==> src/rtl/ad9226_capture_ctrl_if.sv <==
// AXI-Stream sample output of the AD9226 capture sequencer.
// The master side drives tdata/tvalid/tlast; the slave side returns tready.
interface ad9226_capture_ctrl_if #(
  parameter int DATA_WIDTH = 12
);
  logic [DATA_WIDTH-1:0] tdata;
  logic                  tvalid;
  logic                  tready;
  logic                  tlast;

  modport master (output tdata, output tvalid, output tlast, input tready);
  modport slave  (input tdata, input tvalid, input tlast, output tready);
endinterface

==> src/rtl/ad9226_capture_ctrl.sv <==
// AD9226 channel sequencer: sample-clock divider plus AXIS frame builder (adc_eoc -> tvalid in 1 cycle).
// Optional level trigger arming with macro AD9226_CAPTURE_CTRL_TRIG_LEVEL_EN; samples are dropped (sticky overflow) under backpressure.
module ad9226_capture_ctrl #(
  parameter int ADC_DATA_WIDTH = 12,
  parameter int DIV_WIDTH      = 16,
  parameter int LEN_WIDTH      = 16
) (
  input  logic                             clk,
  input  logic                             rst,
  input  logic [DIV_WIDTH-1:0]             cfg_div,
  input  logic [LEN_WIDTH-1:0]             cfg_frame_len,
  input  logic                             cfg_continuous,
  input  logic                             start,
  input  logic                             abort,
  output logic                             clk_sample,
  input  logic                             adc_eoc,
  input  logic signed [ADC_DATA_WIDTH-1:0] adc_data,
`ifdef AD9226_CAPTURE_CTRL_TRIG_LEVEL_EN
  input  logic signed [ADC_DATA_WIDTH-1:0] trig_level,
`endif
  ad9226_capture_ctrl_if.master            m_axis,
  output logic                             busy,
  output logic                             overflow
);

  typedef enum logic [1:0] {IDLE, WAIT_ALIGN, CAPTURE, FLUSH} state_t;

  state_t                      state_q;
  logic [DIV_WIDTH-1:0]        div_cnt_q, div_cnt_d, div_q, div_eff, div_use;
  logic                        div_wrap, clk_sample_q, clk_sample_d;
  logic [LEN_WIDTH-1:0]        smp_cnt_q, len_q;
  logic                        cont_q, tvalid_q, tlast_q, overflow_q;
  logic [ADC_DATA_WIDTH-1:0]   tdata_q;
  logic                        take_smp, can_load, smp_last, wait_take;

  // The period length is sampled at count 0 and held for the rest of that period.
  assign div_eff      = (cfg_div < DIV_WIDTH'(2)) ? DIV_WIDTH'(2) : cfg_div;
  assign div_use      = (div_cnt_q == '0) ? div_eff : div_q;
  assign div_wrap     = (div_cnt_q == div_use - DIV_WIDTH'(1));
  assign div_cnt_d    = div_wrap ? '0 : div_cnt_q + DIV_WIDTH'(1);
  assign clk_sample_d = (div_cnt_d == '0) || (div_cnt_d < (div_use >> 1));

  always_ff @(posedge clk) begin
    if (rst) begin
      div_cnt_q    <= '0;
      div_q        <= DIV_WIDTH'(2);
      clk_sample_q <= 1'b0;
    end else begin
      div_cnt_q    <= div_cnt_d;
      clk_sample_q <= clk_sample_d;
      if (div_cnt_q == '0) div_q <= div_eff;
    end
  end

`ifdef AD9226_CAPTURE_CTRL_TRIG_LEVEL_EN
  localparam logic signed [ADC_DATA_WIDTH-1:0] PREV_MIN = {1'b1, {(ADC_DATA_WIDTH-1){1'b0}}};
  logic signed [ADC_DATA_WIDTH-1:0] prev_q;

  assign wait_take = (state_q == WAIT_ALIGN) && adc_eoc &&
                     (prev_q < trig_level) && (adc_data >= trig_level);
`else
  assign wait_take = 1'b0;
`endif

  assign take_smp = (adc_eoc && (state_q == CAPTURE)) || wait_take;
  assign can_load = !tvalid_q || m_axis.tready;
  assign smp_last = ((smp_cnt_q + LEN_WIDTH'(1)) == len_q);

  always_ff @(posedge clk) begin
    if (rst) begin
      state_q    <= IDLE;
      smp_cnt_q  <= '0;
      len_q      <= LEN_WIDTH'(1);
      cont_q     <= 1'b0;
      tdata_q    <= '0;
      tvalid_q   <= 1'b0;
      tlast_q    <= 1'b0;
      overflow_q <= 1'b0;
`ifdef AD9226_CAPTURE_CTRL_TRIG_LEVEL_EN
      prev_q     <= PREV_MIN;
`endif
    end else begin
      if (tvalid_q && m_axis.tready) begin
        tvalid_q <= 1'b0;
        tlast_q  <= 1'b0;
      end
      if (abort) begin
        // Pending beat is discarded; overflow is left for software to read.
        state_q  <= IDLE;
        tvalid_q <= 1'b0;
        tlast_q  <= 1'b0;
      end else begin
        case (state_q)
          IDLE: begin
            if (start) begin
              len_q      <= (cfg_frame_len == '0) ? LEN_WIDTH'(1) : cfg_frame_len;
              cont_q     <= cfg_continuous;
              overflow_q <= 1'b0;
              smp_cnt_q  <= '0;
              state_q    <= WAIT_ALIGN;
`ifdef AD9226_CAPTURE_CTRL_TRIG_LEVEL_EN
              prev_q     <= PREV_MIN;
`endif
            end
          end
          WAIT_ALIGN: begin
`ifdef AD9226_CAPTURE_CTRL_TRIG_LEVEL_EN
            if (adc_eoc) prev_q <= adc_data;
`else
            if (div_wrap) state_q <= CAPTURE;
`endif
          end
          FLUSH: begin
            if (tvalid_q && m_axis.tready && tlast_q) begin
              if (cont_q) begin
                smp_cnt_q <= '0;
                state_q   <= WAIT_ALIGN;
`ifdef AD9226_CAPTURE_CTRL_TRIG_LEVEL_EN
                prev_q    <= PREV_MIN;
`endif
              end else begin
                state_q <= IDLE;
              end
            end
          end
          default: ;
        endcase

        // Sample acceptance; overrides the handshake clear when a new beat lands.
        if (take_smp) begin
          if (can_load) begin
            tdata_q   <= adc_data;
            tvalid_q  <= 1'b1;
            tlast_q   <= smp_last;
            smp_cnt_q <= smp_cnt_q + LEN_WIDTH'(1);
            state_q   <= smp_last ? FLUSH : CAPTURE;
          end else begin
            overflow_q <= 1'b1;
          end
        end
      end
    end
  end

  assign clk_sample    = clk_sample_q;
  assign m_axis.tdata  = tdata_q;
  assign m_axis.tvalid = tvalid_q;
  assign m_axis.tlast  = tlast_q;
  assign busy          = (state_q != IDLE);
  assign overflow      = overflow_q;

endmodule
==> src/flat_wrapper.sv <==
// flat-port wrapper written by rule: the top's interface ports become plain ports
module ad9226_capture_ctrl_flat 
#(
  parameter int ADC_DATA_WIDTH = 12,
  parameter int DIV_WIDTH      = 16,
  parameter int LEN_WIDTH      = 16
)
  (clk, rst, cfg_div, cfg_frame_len, cfg_continuous, start, abort, clk_sample, adc_eoc, adc_data, busy, overflow, m_axis_tdata, m_axis_tvalid, m_axis_tlast, m_axis_tready);
  ad9226_capture_ctrl_if m_axis_i ();
  input  logic clk;
  input  logic rst;
  input  logic [DIV_WIDTH-1:0] cfg_div;
  input  logic [LEN_WIDTH-1:0] cfg_frame_len;
  input  logic cfg_continuous;
  input  logic start;
  input  logic abort;
  output logic clk_sample;
  input  logic adc_eoc;
  input  logic signed [ADC_DATA_WIDTH-1:0] adc_data;
  output logic busy;
  output logic overflow;
  output wire logic [$bits(m_axis_i.tdata)-1:0] m_axis_tdata;
  output wire logic [$bits(m_axis_i.tvalid)-1:0] m_axis_tvalid;
  output wire logic [$bits(m_axis_i.tlast)-1:0] m_axis_tlast;
  input wire logic [$bits(m_axis_i.tready)-1:0] m_axis_tready;
  assign m_axis_tdata = m_axis_i.tdata;
  assign m_axis_tvalid = m_axis_i.tvalid;
  assign m_axis_tlast = m_axis_i.tlast;
  assign m_axis_i.tready = m_axis_tready;
  ad9226_capture_ctrl #(.ADC_DATA_WIDTH(ADC_DATA_WIDTH), .DIV_WIDTH(DIV_WIDTH), .LEN_WIDTH(LEN_WIDTH)) u_core (.clk(clk), .rst(rst), .cfg_div(cfg_div), .cfg_frame_len(cfg_frame_len), .cfg_continuous(cfg_continuous), .start(start), .abort(abort), .clk_sample(clk_sample), .adc_eoc(adc_eoc), .adc_data(adc_data), .m_axis(m_axis_i), .busy(busy), .overflow(overflow));
endmodule
==> config.mk <==
export PLATFORM = sky130hd
export DESIGN_NAME = ad9226_capture_ctrl_flat
export DESIGN_NICKNAME = d
export VERILOG_FILES = /design/src/rtl/ad9226_capture_ctrl_if.sv /design/src/rtl/ad9226_capture_ctrl.sv /design/src/flat_wrapper.sv
export SDC_FILE = /design/constraint.sdc
export NUM_CORES = 1
export LEC_CHECK = 0
export BUFFER_PORTS_ARGS = -buffer_cell sky130_fd_sc_hd__buf_2
export CORE_UTILIZATION = 26
export DETAILED_ROUTE_END_ITERATION = 10
export GPL_TIMING_DRIVEN = 0
export HOLD_SLACK_MARGIN = 0.05
export PLACE_DENSITY_LB_ADDON = 0.05
export SETUP_SLACK_MARGIN = 0.02
export SKIP_CTS_REPAIR_TIMING = 1
export SLEW_MARGIN = 20
export SYNTH_ARGS = -nofsm -noshare
export SYNTH_HDL_FRONTEND = slang
export SYNTH_SLANG_ARGS = --single-unit
export TNS_END_PERCENT = 30
==> constraint.sdc <==
create_clock -name clk -period 14.45 [get_ports clk]
set_input_delay 0.7225 -clock clk [delete_from_list [all_inputs] [get_ports clk]]
set_output_delay 0.7225 -clock clk [all_outputs]
set_load 0.03 [all_outputs]
-- Word-level counts from Yosys, hierarchy flattened
Index checks and enable logic that the tools add are counted.
- bits in registers: 83
- bits of input ports: 51
- output and inout bits: 17
- add/subtract/negate cells: 3
- order comparisons: 2
- eq/ne operators: 5
- muxes and demuxes: 28
- bitwise logic cells: 1
- reduce and logical (&&, ||, !) cells: 14
- operator list (cell ; count):
    2-to-1 mux 16 bit ; 9
    logical NOT 16 bit ; 3
    adder 16 x 1 -> 16 bit (second input constant) ; 2
    equality test 16 bit ; 2
    one-hot mux 16 bit (2 select lines) ; 1
    less-than comparator 16 x 15 -> 1 bit ; 1
    less-than comparator 16 x 2 -> 1 bit (second input constant) ; 1
    subtractor 16 x 1 -> 16 bit (second input constant) ; 1
    2-to-1 mux 1 bit ; 12
    2-to-1 mux 2 bit ; 5
    one-hot mux 2 bit (3 select lines) ; 1
    AND reduction 3 bit ; 2
    equality test 2 bit (second input constant) ; 2
    logical AND 1 bit ; 3
    equality test 2 x 1 -> 1 bit (second input constant) ; 1
    logical NOT 2 bit ; 1
    logical OR 1 bit ; 2
    nonzero test 2 bit ; 1
    OR reduction 2 bit ; 1
    logical NOT 1 bit ; 1
    inverter 1 bit ; 1

-- Logic depth before layout (Yosys ltp)
Gate-level depths: netlist of the first run.
- depth after elaboration: 9
- mapped depth: 26
- mapped depth without buffers: 23

-- Worst setup path after synthesis of the first run
OpenSTA, ideal clock, no wires.
- path kind: input to register
- from: in cfg_div[8]
- to: reg u_core.clk_sample_q (netlist: u_core.clk_sample)
- arrival: 5.800 ns
- setup slack: 8.575 ns
- stages on the path: 22
- path through: or4_4 > nor3_1 > a311o_1 > and2_1 > ha_1 > nand2b_1 > or4_4 > a221o_1 > a21o_1 > a2111oi_4 > nand3_1 > nor4_2 > buf_4 > buf_6 > nor2_1 > ha_1 > a21o_1 > a21o_1 > a221oi_1 > o2111ai_1 > a31o_2 > a31oi_1
- word-level cells in the longest chain between the ends: 8
- RTL lines (item ; line ; source):
    start: declaration ; flat_wrapper.sv:12 ; input logic [DIV_WIDTH-1:0] cfg_div;
    less-than comparator 16 x 2 -> 1 bit ; ad9226_capture_ctrl.sv:37 ; assign div_eff = (cfg_div < DIV_WIDTH'(2)) ? DIV_WIDTH'(2) : cfg_div;
    2-to-1 mux 16 bit * ; ad9226_capture_ctrl.sv:37 ;
    2-to-1 mux 16 bit * ; ad9226_capture_ctrl.sv:38 ; assign div_use = (div_cnt_q == '0) ? div_eff : div_q;
    subtractor 16 x 1 -> 16 bit * ; ad9226_capture_ctrl.sv:39 ; assign div_wrap = (div_cnt_q == div_use - DIV_WIDTH'(1));
    equality test 16 bit * ; ad9226_capture_ctrl.sv:39 ;
    2-to-1 mux 16 bit * ; ad9226_capture_ctrl.sv:40 ; assign div_cnt_d = div_wrap ? '0 : div_cnt_q + DIV_WIDTH'(1);
    named net u_core.div_cnt_d[5] ; ad9226_capture_ctrl.sv:29 ; logic [DIV_WIDTH-1:0] div_cnt_q, div_cnt_d, div_q, div_eff, div_use;
    less-than comparator 16 x 15 -> 1 bit / logical NOT 16 bit (equally long branches) ; ad9226_capture_ctrl.sv:41 ; assign clk_sample_d = (div_cnt_d == '0) || (div_cnt_d < (div_use >> 1));
    logical OR 1 bit * ; ad9226_capture_ctrl.sv:41 ;
    end signal: assignment ; ad9226_capture_ctrl.sv:50 ; clk_sample_q <= clk_sample_d;
    end: declaration ; ad9226_capture_ctrl.sv:30 ; logic div_wrap, clk_sample_q, clk_sample_d;
Mark *: on every way through the listed nets, which the timed path passes. The rest lies on a longest branch.
A chain may end at the register's enable or synchronous reset.

-- Final worst setup path of the first run
- from: reg u_core.div_cnt_q[4]
- to: reg u_core.clk_sample_q (netlist: u_core.clk_sample)
- word-level cells in the longest chain between the ends: 7
- RTL lines (item ; line ; source):
    start: declaration ; ad9226_capture_ctrl.sv:29 ;
    start signal: assignment ; ad9226_capture_ctrl.sv:49 ; div_cnt_q <= div_cnt_d;
    logical NOT 16 bit ; ad9226_capture_ctrl.sv:38 ;
    2-to-1 mux 16 bit ; ad9226_capture_ctrl.sv:38 ;
    subtractor 16 x 1 -> 16 bit ; ad9226_capture_ctrl.sv:39 ;
    equality test 16 bit ; ad9226_capture_ctrl.sv:39 ;
    2-to-1 mux 16 bit * ; ad9226_capture_ctrl.sv:40 ;
    named net u_core.div_cnt_d[5] ; ad9226_capture_ctrl.sv:29 ;
    less-than comparator 16 x 15 -> 1 bit / logical NOT 16 bit (equally long branches) ; ad9226_capture_ctrl.sv:41 ;
    logical OR 1 bit * ; ad9226_capture_ctrl.sv:41 ;
Marked as above.

==> results of run 1 <==
[tightest hold or removal path, cell delays in order, from the launching register on]
cell and delay [ns]:
sky130_fd_sc_hd__dfxtp_1 0.31, sky130_fd_sc_hd__nand2_1 0.05, sky130_fd_sc_hd__a21oi_1 0.05
[report_power, final]
group	internal, mW	total, mW	leakage (nW)	switching, mW
Sequential	0.237	0.246	0.675	0.00929
Combinational	0.0518	0.132	1.71	0.0805
Clock	0.155	0.267	0.159	0.112
[cell families (layout without fill, tap and decap cells)]
kind of cell | after synthesis | in the layout | share of synthesized area [%]
muxes | 18 | 18 | 3.32
buffers and inverters | 60 | 141 | 4.38
and+or+nand+nor | 336 | 336 | 30.3
adders and majority gates | 23 | 23 | 5.27
xor gates and xnor gates | 62 | 62 | 10.2
DFF | 83 | 83 | 30.4
AOI/OAI and AO/OA | 135 | 135 | 16.1
[cells in the mapped netlist, drive strengths merged, types with 2 or more instances]
cell type	count	area [µm²]
nand2	94	353
dfxtp	83	1660
nor2	83	312
a21oi	54	270
nor3	47	235
clkbuf	41	154
xnor2	37	324
nand3	24	120
xor2	24	210
ha	23	288
o21ai	21	105
nor4	19	131
mux2i	17	170
inv	15	56.3
a21o	11	82.6
nand4	11	68.8
and3	8	50.1
and4	8	70.1
a211oi	7	52.6
a31oi	5	31.3
and2	5	31.3
or2	5	31.3
or3	5	31.3
or4	5	45.0
a211o	4	35.0
a22oi	4	30.0
buf	4	28.8
nand2b	4	25.0
nor3b	4	30.0
a2111oi	3	45.1
a41oi	3	26.3
o2111ai	3	26.3
a221o	2	20.0
a311oi	2	17.5
and4b	2	20.0
nand3b	2	15.0
nand4b	2	17.5
nor2b	2	12.5
nor4b	2	17.5
o21bai	2	15.0
o31ai	2	15.0
[area by class of cell]
cell class	instances	area, µm²
Fill cell	2254	14000
Multi-Input combinational cell	574	3560
Sequential cell	83	1660
Tap cell	270	338
Timing Repair Buffer	65	325
Clock buffer	9	225
Buffer	45	183
Clock inverter	7	105
Inverter	15	56.3
[worst min-delay path by stage]
stage                              endpoint  depth (start not counted)
floorplan                     u_core.cont_q                          2
global placement     u_core.m_axis.tdata[4]                          2
detailed placement  u_core.m_axis.tdata[10]                          2
CTS                 u_core.m_axis.tdata[10]                          2
global route         u_core.m_axis.tdata[4]                          2
finish               u_core.m_axis.tdata[6]                          2
[placed cells by master, fill, tap and decap left out, drive strengths merged, types with 5 or more instances in the layout]
cell type,netlist,layout
nand2,94,94
ha,23,23
and2,5,5
or3,5,5
clkbuf,41,50
a31oi,5,5
nor2,83,83
or2,5,5
mux2i,17,17
xor2,24,24
o21ai,21,21
a21o,11,11
nand3,24,24
xnor2,37,37
a211oi,7,7
or4,5,5
buf,4,69
a21oi,54,54
and3,8,8
and4,8,8
nor3,47,47
nand4,11,11
dfxtp,83,83
inv,15,19
nor4,19,19
[state kept, by name, indices dropped and copies added (netlist names)]
name	count
u_core.div_cnt_q	16
u_core.len_q	16
u_core.cont_q	1
u_core.m_axis.tdata	12
u_core.m_axis.tvalid	1
u_core.clk_sample	1
u_core.overflow	1
u_core.m_axis.tlast	1
u_core.div_q	16
u_core.state_q	2
u_core.smp_cnt_q	16
[routing by layer]
metal	vias to the layer above	share of wire [%]
met5	-	0
met1	2597	52
met3	17	3.7
met4	0	1.3
met2	113	43
li1	2703	-
==> metrics.cfg, run 1 <==
[routing]
dr.pass1.iters = 5
vias_per_cell = 5.08
antenna_left = 0
routed-via-count = 5430
routedWlPerCell_um = 17.4
drt-initial-drc-count = 332
drcViolationCount = 0
drt_wl_total_um = 18600

[global_route]
grt.busiest_layer = met2
globalRoute.totalOverflow = 0
via_count_of_the_first_global_routing_pass = 5296
pin_count_of_the_biggest_net_entering_global_routing = 17
grtUsageMet3_pct = 2.70
grt_antenna_before_repair = 0
globalRouteMet2Util_pct = 26.4
grtUsageMet1_pct = 26.2
grt_overall_usage_pct = 17.8
grt_pass1_wl_um = 29500

[setup_path]
timing.critical_path.from = u_core.div_cnt_q[4]
cp.depth = 24
criticalPathCategory = flop to flop
cell_family_with_most_cp_delay = compound AO/OA/AOI/OAI gates
slack_of_the_worst_reg_to_reg_path_ns = 7.26
worst-path-max-fanout = 10
timing.critical_path.cells = clkbuf_1, nor4_2, nand4_1, buf_2, a311oi_1, o21bai_1, ha_1, nor4b_1, nand4_1, xnor2_1, nand2_1, o311ai_0, nand2_1, nor4_2, buf_4, buf_6, nor2_1, ha_1, a21o_1, a21o_1, a221oi_1, o2111ai_1, a31o_2, a31oi_1
r2r.worst_path.cells = 24
data_arrival_critical_path_ns = 7.45
worstPathBufferInverterCount = 4
cp_slowest_stage_delay_ns = 0.74
crit_path_top_delay_cell = sky130_fd_sc_hd__nor4b_1
timing.critical_path.to = u_core.clk_sample
rr_endpoint = u_core.clk_sample
worst_setup_path_end_kind = flop
cp.required_ns = 14.71
startpoint_type = flop
rr_startpoint = u_core.div_cnt_q[4]

[sta]
period_share_pct = 49.8
fin_hold_ws_ns = 0.454
clock.fmax_mhz = 139
slew_worst_pin_ns = 0.873
clock_skew_ns = 0.00767
final_hold_viol_count = 0
slew_viol_final = 0
final-setup-viol-count = 0
setup_repair_after_global_routing_missed_its_margin = false
total_negative_setup_slacks_ns = 0
finalWorstPathRequiredPeriod_ns = 7.19
maxSlewHeadroom_pct = 41.0
timing.final.ws_setup_ns = 7.26

[clock_network]
cts_buffer_depth = 2
clock_tree_from_tritoncts = done
clock_sink_count = 83
clkLatencyLatePin_ns = 0.35
cts_inserted_buffers = 9
clock_tree.root_cell = sky130_fd_sc_hd__clkbuf_16
h_tree_lvls = 3
clk_slew_on_worst_s_h_paths_ns = 0.07

[floorplanning]
rows = 52
floorplan.initialDensity_pct = 26.7
die_height_um = 147
core_area_mm2 = 0.0204
floorplan_die_area_mm2 = 0.0216
die_w_um = 147
io-pin-count = 68

[logic_synthesis]
ys.flop_type = sky130_fd_sc_hd__dfxtp_1
yosys_register_bits = 83
async_flop_share_pct = 0
syn_nets = 791
synthDistinctLibCells = 64
postSynthAreaPerCell_um2 = 7.61
synth_cells = 717
ys.warnings.count = 0
synthesis.area_mm2 = 0.00546
synth_enable_flop_cells = 0
sequential_to_total_area_share_from_yosys_stat_pct = 30.4

[final_layout]
layout-drive-gt1-share_pct = 12.5
diodes = 0
final_core_utilization_pct = 31.6
design.final.nets = 867
area_delta_synth_final_pct = 18.2
final_cell_count_no_fill = 1068
finalInstanceArea_mm2 = 0.00645

[pwr]
power.ir.vdd_worst_mv = 0.0529
power_leakage_nw = 2.55
post-layout-total-power_mw = 0.645
power_per_cell_area_mw_per_mm2 = 100

[placed_design]
dpl_ws_ns = 7.10
place.detailed.hpwl_um = 14600
io_buffers = 65
placedCellCount = 1052
placement.cell_area_mm2 = 0.00612
gp_congestion = 0.815

[min_path]
hp-start = u_core.m_axis.tdata[6]
hold_path_class = flop to flop

[flow_run]
drv_cap = 0

[outcome]
status = complete, no violations

Note: power is estimated with default switching activity, not from simulation.
==> run 2: changes to the inputs <==
--- a/config.mk
+++ b/config.mk
@@ -5,6 +5,7 @@
 export SDC_FILE = /design/constraint.sdc
 export NUM_CORES = 1
 export LEC_CHECK = 0
+export ABC_AREA = 1
 export BUFFER_PORTS_ARGS = -buffer_cell sky130_fd_sc_hd__buf_2
 export CORE_UTILIZATION = 26
 export DETAILED_ROUTE_END_ITERATION = 10
==> constraint.sdc (replaced) <==
create_clock -name clk -period 5.8 [get_ports clk]
set_input_delay 0.29 -clock clk [delete_from_list [all_inputs] [get_ports clk]]
set_output_delay 0.29 -clock clk [all_outputs]
set_load 0.03 [all_outputs]
==> run 2 against run 1 <==
Compared with the run above:
- final cell count rose by 10%
- total power rose by 150%
- count of clock-buffer cells in the layout rose by 2
==> metrics.cfg, run 2 <==
[logic_synthesis]
synthesis.area_mm2 = 0.00545  ; -0.23%
synth_cells = 827  ; +15%
post_synth_top_area_share_pct = 30.5  ; +0.070 points
postSynthAreaPerCell_um2 = 6.58  ; -13%
sequential_to_total_area_share_from_yosys_stat_pct = 30.5  ; +0.070 points
ys.flop_type = sky130_fd_sc_hd__dfxtp_1
yosys.area.top_type = sky130_fd_sc_hd__dfxtp_1
syn_nets = 901  ; +14%
yosys-top-cells-count = sky130_fd_sc_hd__nand2_1 (207), sky130_fd_sc_hd__nor2_1 (119), sky130_fd_sc_hd__inv_1 (88), sky130_fd_sc_hd__dfxtp_1 (83), sky130_fd_sc_hd__nand3_1 (55)
synth_most_common_cell = sky130_fd_sc_hd__nand2_1
post_synth_main_area_contributors = sky130_fd_sc_hd__dfxtp_1 (31%), sky130_fd_sc_hd__nand2_1 (14%), sky130_fd_sc_hd__nor2_1 (8.2%)
synthDistinctLibCells = 37  ; -42%
synth_enable_flop_cells = 0  ; unchanged
yosys_register_bits = 83  ; unchanged
ys.warnings.count = 0  ; unchanged
async_flop_share_pct = 0  ; unchanged

[global_route]
grt_overall_usage_pct = 15.6  ; -2.2 points
grt_antenna_before_repair = 0  ; unchanged
via_count_of_the_first_global_routing_pass = 5111  ; -3.5%
grt_pass1_wl_um = 26100  ; -12%
pin_count_of_the_biggest_net_entering_global_routing = 15  ; -2
globalRoute.totalOverflow = 0  ; unchanged

[routing]
wirelength_met1_um = 7470  ; -23%
routed-via-count = 5178  ; -4.6%
routedWlPerCell_um = 13.7  ; -22%
detailroute.wirelength.met2_um = 7940  ; -0.26%
maxUsedRoutingLayer = met4
vias_per_cell = 4.39  ; -14%
antenna_left = 0  ; unchanged
drt_wl_total_um = 16100  ; -13%
route.met3.wl_um = 345  ; -49%
dr.pass1.iters = 4  ; -1
drcViolationCount = 0  ; unchanged
drt-initial-drc-count = 154  ; -54%

[clock_network]
clk_slew_on_worst_s_h_paths_ns = 0.07  ; about the same
clock_sink_count = 83  ; unchanged
clock_tree.root_cell = sky130_fd_sc_hd__clkbuf_16
cts_inserted_buffers = 9  ; unchanged
h_tree_lvls = 3  ; unchanged
cts_buffer_depth = 2  ; unchanged
clkLatencyLatePin_ns = 0.36  ; about the same
clock_tree_from_tritoncts = done

[sta]
total_negative_setup_slacks_ns = 0  ; unchanged
setup_repair_after_global_routing_missed_its_margin = false
clock.fmax_mhz = 233  ; +67%
maxSlewHeadroom_pct = 48.1  ; +7.1 points
finalWorstPathRequiredPeriod_ns = 4.30  ; -2.90 ns
final-setup-viol-count = 0  ; unchanged
clock_skew_ns = 0.0107  ; +0.00299 ns
final_hold_viol_count = 0  ; unchanged
period_share_pct = 74.1  ; +24 points
slew_worst_pin_ns = 0.776  ; -0.0972 ns
fin_hold_ws_ns = 0.157  ; -0.297 ns
slew_viol_final = 0  ; unchanged

[setup_path]
cp.depth = 32  ; +33%
startpoint_type = flop
criticalPathCategory = flop to flop
slack_of_the_worst_reg_to_reg_path_ns = 1.50  ; -5.75 ns
cp.required_ns = 6.06  ; -8.65 ns
r2r.worst_path.cells = 32  ; +33%
worst-path-max-fanout = 10  ; unchanged
rr_startpoint = u_core.div_cnt_q[0]
data_arrival_critical_path_ns = 4.55  ; -2.90 ns
worstPathBufferInverterCount = 7  ; +3
path_common_cell = sky130_fd_sc_hd__nand2_1
worst_setup_path_end_kind = flop
crit_path_top_delay_cell = sky130_fd_sc_hd__dfxtp_1
rr_endpoint = u_core.clk_sample
cell_family_with_most_cp_delay = simple AND/OR/NAND/NOR gates
cp_slowest_stage_delay_ns = 0.35  ; -0.39 ns

[flow_run]
drv_cap = 0  ; unchanged

[final_layout]
layout-drive-gt1-share_pct = 16.8  ; +4.3 points
final.fill_count = 2290  ; +1.6%
layout.cells.most_common_list = sky130_fd_sc_hd__nand2_1 (207), sky130_fd_sc_hd__nor2_1 (119), sky130_fd_sc_hd__inv_1 (88)
layout.area.seq_mm2 = 0.00166  ; unchanged
layout.cells.most_common = sky130_fd_sc_hd__nand2_1
multi_input_comb_area_mm2 = 0.00328  ; -7.9%
diodes = 0  ; unchanged
area_delta_synth_final_pct = 18.2  ; about the same
design.final.nets = 978  ; +13%

[floorplanning]
rows = 52  ; unchanged
core_area_mm2 = 0.0204  ; -0.32%
floorplan.initialDensity_pct = 26.7  ; about the same
die_w_um = 147  ; -0.12%
io-pin-count = 68  ; unchanged
floorplan_die_area_mm2 = 0.0215  ; -0.23%
die_height_um = 147  ; -0.12%

[min_path]
hold_depth = 3  ; +1
hp-start = adc_data[1]
min_delay_worst_endpoint = u_core.m_axis.tdata[1]
hold_path_class = primary input to flop

[pwr]
power_per_cell_area_mw_per_mm2 = 247  ; +150%
post-layout-total-power_mw = 1.59  ; +150%
power.ir.vdd_worst_mv = 0.166  ; +210%
power_leakage_nw = 2.97  ; +17%

[placed_design]
place.detailed.hpwl_um = 12900  ; -12%
io_buffers = 66  ; +1.5%
gp_congestion = 0.809  ; -0.70%

[outcome]
status = complete, no violations

==> run 2: logic make-up (layout without fill, tap and decap cells) <==
family	Yosys count	after routing	synth area share [%]
compound gates	91	91	8.94
fa+ha+maj	23	23	5.28
buf+inv	125	207	9.31
flops	83	83	30.5
simple gates	466	466	39.7
xor+xnor	39	39	6.27
==> run 2: worst max path at each step <==
stage | from | slack (ns) | end
5_1_grt | u_core.div_cnt_q[0] | 0.96 | u_core.clk_sample
6_report | u_core.div_cnt_q[0] | 1.50 | u_core.clk_sample
2_1_floorplan | u_core.div_cnt_q[0] | 2.37 | u_core.clk_sample
4_1_cts | u_core.div_cnt_q[0] | 1.31 | u_core.clk_sample
3_3_place_gp | u_core.div_cnt_q[0] | 1.32 | u_core.clk_sample
3_5_place_dp | u_core.div_cnt_q[0] | 1.35 | u_core.clk_sample
==> run 2: per-layer routing <==
layer	vias up	track usage, %
met3	20	1.71
li1	2777	-
met4	0	6.20
met1	2309	19.2
met5	-	0
met2	72	27.6
==> run 2: power by group <==
group	internal, mW	leakage, nW	switching (mW)	total [mW]
clock	0.392	0.161	0.263	0.656
sequential	0.589	0.675	0.0118	0.601
combinational	0.116	2.14	0.218	0.334
==> run 2: worst reg2reg max path: cells and delay by family (launching register included) <==
family                   cells  cell delay (ns)
adder cells (fa/ha/maj)      3             0.70
AO/OA/AOI/OAI                4             0.60
AND/OR/NAND/NOR             18             1.95
buffers and inverters        7             0.59
flip-flops                   1             0.35
==> run 2: final cells by class <==
| class | instances | area share (%) |
|---|---|---|
| clock inverter | 5 | 1.28 |
| inverter | 102 | 5.95 |
| buffer | 23 | 1.92 |
| clock buffer | 11 | 3.77 |
| sequential | 83 | 25.8 |
| tap | 270 | 5.25 |
| timing repair buffer | 66 | 5.13 |
| multi-input combinational | 619 | 50.9 |
==> run 2: through the flow <==
stage | std cells | instance area, µm² | worst slack, ns | util, %
2_1_floorplan | 827 | 5450 | 2.37 | -
3_3_place_gp | 1163 | 6110 | 1.32 | 30.0
3_5_place_dp | 1163 | 6110 | 1.35 | 30.0
4_1_cts | 1179 | 6440 | 1.31 | 31.6
5_1_grt | 1179 | 6440 | 0.965 | 31.6
6_report | 1179 | 6440 | 1.50 | 31.6
==> run 3: changes to the inputs <==
--- a/config.mk
+++ b/config.mk
@@ -5,7 +5,7 @@
 export SDC_FILE = /design/constraint.sdc
 export NUM_CORES = 1
 export LEC_CHECK = 0
-export ABC_AREA = 1
+export ABC_AREA = 0
 export BUFFER_PORTS_ARGS = -buffer_cell sky130_fd_sc_hd__buf_2
 export CORE_UTILIZATION = 26
 export DETAILED_ROUTE_END_ITERATION = 10
==> constraint.sdc (replaced) <==
create_clock -name clk -period 3.75 [get_ports clk]
set_input_delay 0.1875 -clock clk [delete_from_list [all_inputs] [get_ports clk]]
set_output_delay 0.1875 -clock clk [all_outputs]
set_load 0.03 [all_outputs]
==> run 3 against run 2 <==
Compared with the run above:
- the flow now finishes with violations (negative setup slack)
- sequential power up 58%
- critical path depth decreased by 8
- largest power group is now sequential cells
- clock skew about the same
- first-iteration DRC count is 59% higher
- largest cell class unchanged
==> metrics.cfg, run 3 (synthesized netlist as in run 1, its figures left out) <==
[routing]
drt-initial-drc-count = 245  ; +59%
dr.pass1.iters = 4  ; unchanged
routedWlPerCell_um = 16.8  ; +23%
drt_wl_total_um = 18300  ; +14%
drcViolationCount = 0  ; unchanged
routed-via-count = 5436  ; +5.0%
antenna_left = 0  ; unchanged
vias_per_cell = 4.99  ; +14%

[setup_path]
data_arrival_critical_path_ns = 5.96  ; +1.41 ns
startpoint_type = flop
criticalPathCategory = flop to flop
timing.critical_path.cells = nor4_2, nand4_1, buf_6, buf_12, a311oi_4, o21bai_4, ha_4, nand2b_4, or4_4, a221o_1, a21o_1, a2111oi_4, nand3_2, nor4_4, buf_6, buf_8, nor2_4, ha_4, a21o_1, a21o_1, a221oi_2, o2111ai_2, a31o_2, a31oi_2
crit_path_top_delay_cell = sky130_fd_sc_hd__or4_4
cell_family_with_most_cp_delay = compound AO/OA/AOI/OAI gates
worst_setup_path_end_kind = flop
cp_slowest_stage_delay_ns = 0.54  ; +0.19 ns
timing.critical_path.from = u_core.div_cnt_q[11]
cp.required_ns = 4.02  ; -2.04 ns
worstPathBufferInverterCount = 4  ; -3
rr_startpoint = u_core.div_cnt_q[11]
worst-path-max-fanout = 8  ; -2
path_common_cell = sky130_fd_sc_hd__a21o_1

[clock_network]
clock_sink_count = 83  ; unchanged
clock_tree.root_cell = sky130_fd_sc_hd__clkbuf_16
cts_buffer_depth = 2  ; unchanged
clk_slew_on_worst_s_h_paths_ns = 0.07  ; about the same
cts_inserted_buffers = 9  ; unchanged
clock_tree_from_tritoncts = done
clkLatencyLatePin_ns = 0.35  ; about the same
h_tree_lvls = 3  ; unchanged

[placed_design]
place.detailed.hpwl_um = 14300  ; +11%
io_buffers = 65  ; -1.5%
gp_congestion = 0.908  ; +12%
dpl_ws_ns = -3.14  ; -4.49 ns
placement.cell_area_mm2 = 0.00619  ; +1.2%

[min_path]
hp-start = adc_data[4]
hold_path_class = primary input to flop

[sta]
fin_hold_ws_ns = 0.0767  ; -0.0804 ns
timing.final.ws_setup_ns = -1.94  ; -3.44 ns
finalWorstPathRequiredPeriod_ns = 5.69  ; +1.39 ns
final-setup-viol-count = 19  ; +19
period_share_pct = 152  ; +78 points
final_hold_viol_count = 0  ; unchanged
slew_viol_final = 0  ; unchanged
clock.fmax_mhz = 176  ; -24%
slew_worst_pin_ns = 0.998  ; +0.222 ns
setup_repair_after_global_routing_missed_its_margin = true
clock_skew_ns = 0.0102  ; -0.000429 ns
maxSlewHeadroom_pct = 33.1  ; -15 points

[global_route]
globalRoute.totalOverflow = 0  ; unchanged
grt_antenna_before_repair = 0  ; unchanged
grt_pass1_wl_um = 28600  ; +9.5%
pin_count_of_the_biggest_net_entering_global_routing = 15  ; unchanged
grt_overall_usage_pct = 17.0  ; +1.4 points
via_count_of_the_first_global_routing_pass = 5266  ; +3.0%

[pwr]
power.ir.vdd_worst_mv = 0.208  ; +26%
power_leakage_nw = 2.74  ; -7.7%
power_per_cell_area_mw_per_mm2 = 360  ; +46%
post-layout-total-power_mw = 2.48  ; +56%

[flow_run]
drv_cap = 0  ; unchanged

[final_layout]
diodes = 0  ; unchanged
layout.area.seq_mm2 = 0.00168  ; +1.1%
final.fill_count = 2235  ; -2.4%
layout.cells.most_common_list = sky130_fd_sc_hd__nand2_1 (93), sky130_fd_sc_hd__nor2_1 (81), sky130_fd_sc_hd__dfxtp_1 (75)
multi_input_comb_area_mm2 = 0.00377  ; +15%
layout.cells.most_common = sky130_fd_sc_hd__nand2_1
area_delta_synth_final_pct = 26.3
finalInstanceArea_mm2 = 0.00689  ; +7.1%
layout-drive-gt1-share_pct = 20.0  ; +3.2 points
design.final.nets = 889  ; -9.1%

[floorplanning]
io-pin-count = 68  ; unchanged
floorplan.initialDensity_pct = 26.7  ; about the same
floorplan_die_area_mm2 = 0.0216  ; +0.23%
die_w_um = 147  ; +0.12%
core_area_mm2 = 0.0204  ; +0.32%
rows = 52  ; unchanged
die_height_um = 147  ; +0.12%

[outcome]
failed_checks = negative setup slack
status = complete, but fails checks

==> run 3: area by class of cell <==
| class | instances | area share [%] |
|---|---|---|
| multi-input combinational | 574 | 54.6 |
| sequential | 83 | 24.4 |
| timing repair buffer | 94 | 7.95 |
| tap | 270 | 4.90 |
| clock buffer | 10 | 3.47 |
| buffer | 38 | 2.89 |
| clock inverter | 6 | 0.944 |
| inverter | 15 | 0.853 |
==> run 3: where the power goes <==
group | total, mW | switching (mW) | internal [mW]
Sequential | 0.951 | 0.0386 | 0.913
Combinational | 0.604 | 0.340 | 0.265
Clock | 0.925 | 0.390 | 0.535
Total | 2.48 | 0.769 | 1.71
==> run 3: worst register-to-register path, stage by stage, from the launching register on <==
cell	delay, ns
sky130_fd_sc_hd__dfxtp_1	0.42
sky130_fd_sc_hd__nor4_2	0.31
sky130_fd_sc_hd__nand4_1	0.15
sky130_fd_sc_hd__buf_6	0.16
sky130_fd_sc_hd__buf_12	0.13
sky130_fd_sc_hd__a311oi_4	0.23
sky130_fd_sc_hd__o21bai_4	0.19
sky130_fd_sc_hd__ha_4	0.19
sky130_fd_sc_hd__nand2b_4	0.07
sky130_fd_sc_hd__or4_4	0.54
sky130_fd_sc_hd__a221o_1	0.38
sky130_fd_sc_hd__a21o_1	0.21
sky130_fd_sc_hd__a2111oi_4	0.37
sky130_fd_sc_hd__nand3_2	0.15
sky130_fd_sc_hd__nor4_4	0.33
sky130_fd_sc_hd__buf_6	0.16
sky130_fd_sc_hd__buf_8	0.12
sky130_fd_sc_hd__nor2_4	0.05
sky130_fd_sc_hd__ha_4	0.22
sky130_fd_sc_hd__a21o_1	0.17
sky130_fd_sc_hd__a21o_1	0.16
sky130_fd_sc_hd__a221oi_2	0.35
sky130_fd_sc_hd__o2111ai_2	0.15
sky130_fd_sc_hd__a31o_2	0.25
sky130_fd_sc_hd__a31oi_2	0.14
==> run 3: metal layers <==
metal,wire (µm),global-route usage (%),vias up
met1,9090,23.6,2572
met5,0,0,-
li1,-,-,2748
met4,391,6.25,0
met2,8280,26.6,93
met3,537,2.64,23
==> run 3: worst paths after layout <==
path                                  to  slack [ns]  depth (start not counted)
setup reg to reg       u_core.clk_sample       -1.94                         24
setup / recovery       u_core.clk_sample       -1.94                         24
hold / removal    u_core.m_axis.tdata[4]        0.08                          3
hold reg to reg   u_core.m_axis.tdata[7]        0.45                          2
==> run 3: per-stage QoR <==
| step | TNS (ns) | std cells | util, % |
|---|---|---|---|
| 2_1_floorplan | -2.61 | 717 | - |
| 3_3_place_gp | -31.65 | 1052 | 30.3 |
| 3_5_place_dp | -29.04 | 1052 | 30.3 |
| 4_1_cts | -30.07 | 1068 | 31.8 |
| 5_1_grt | -15.34 | 1090 | 33.7 |
| 6_report | -11.84 | 1090 | 33.7 |
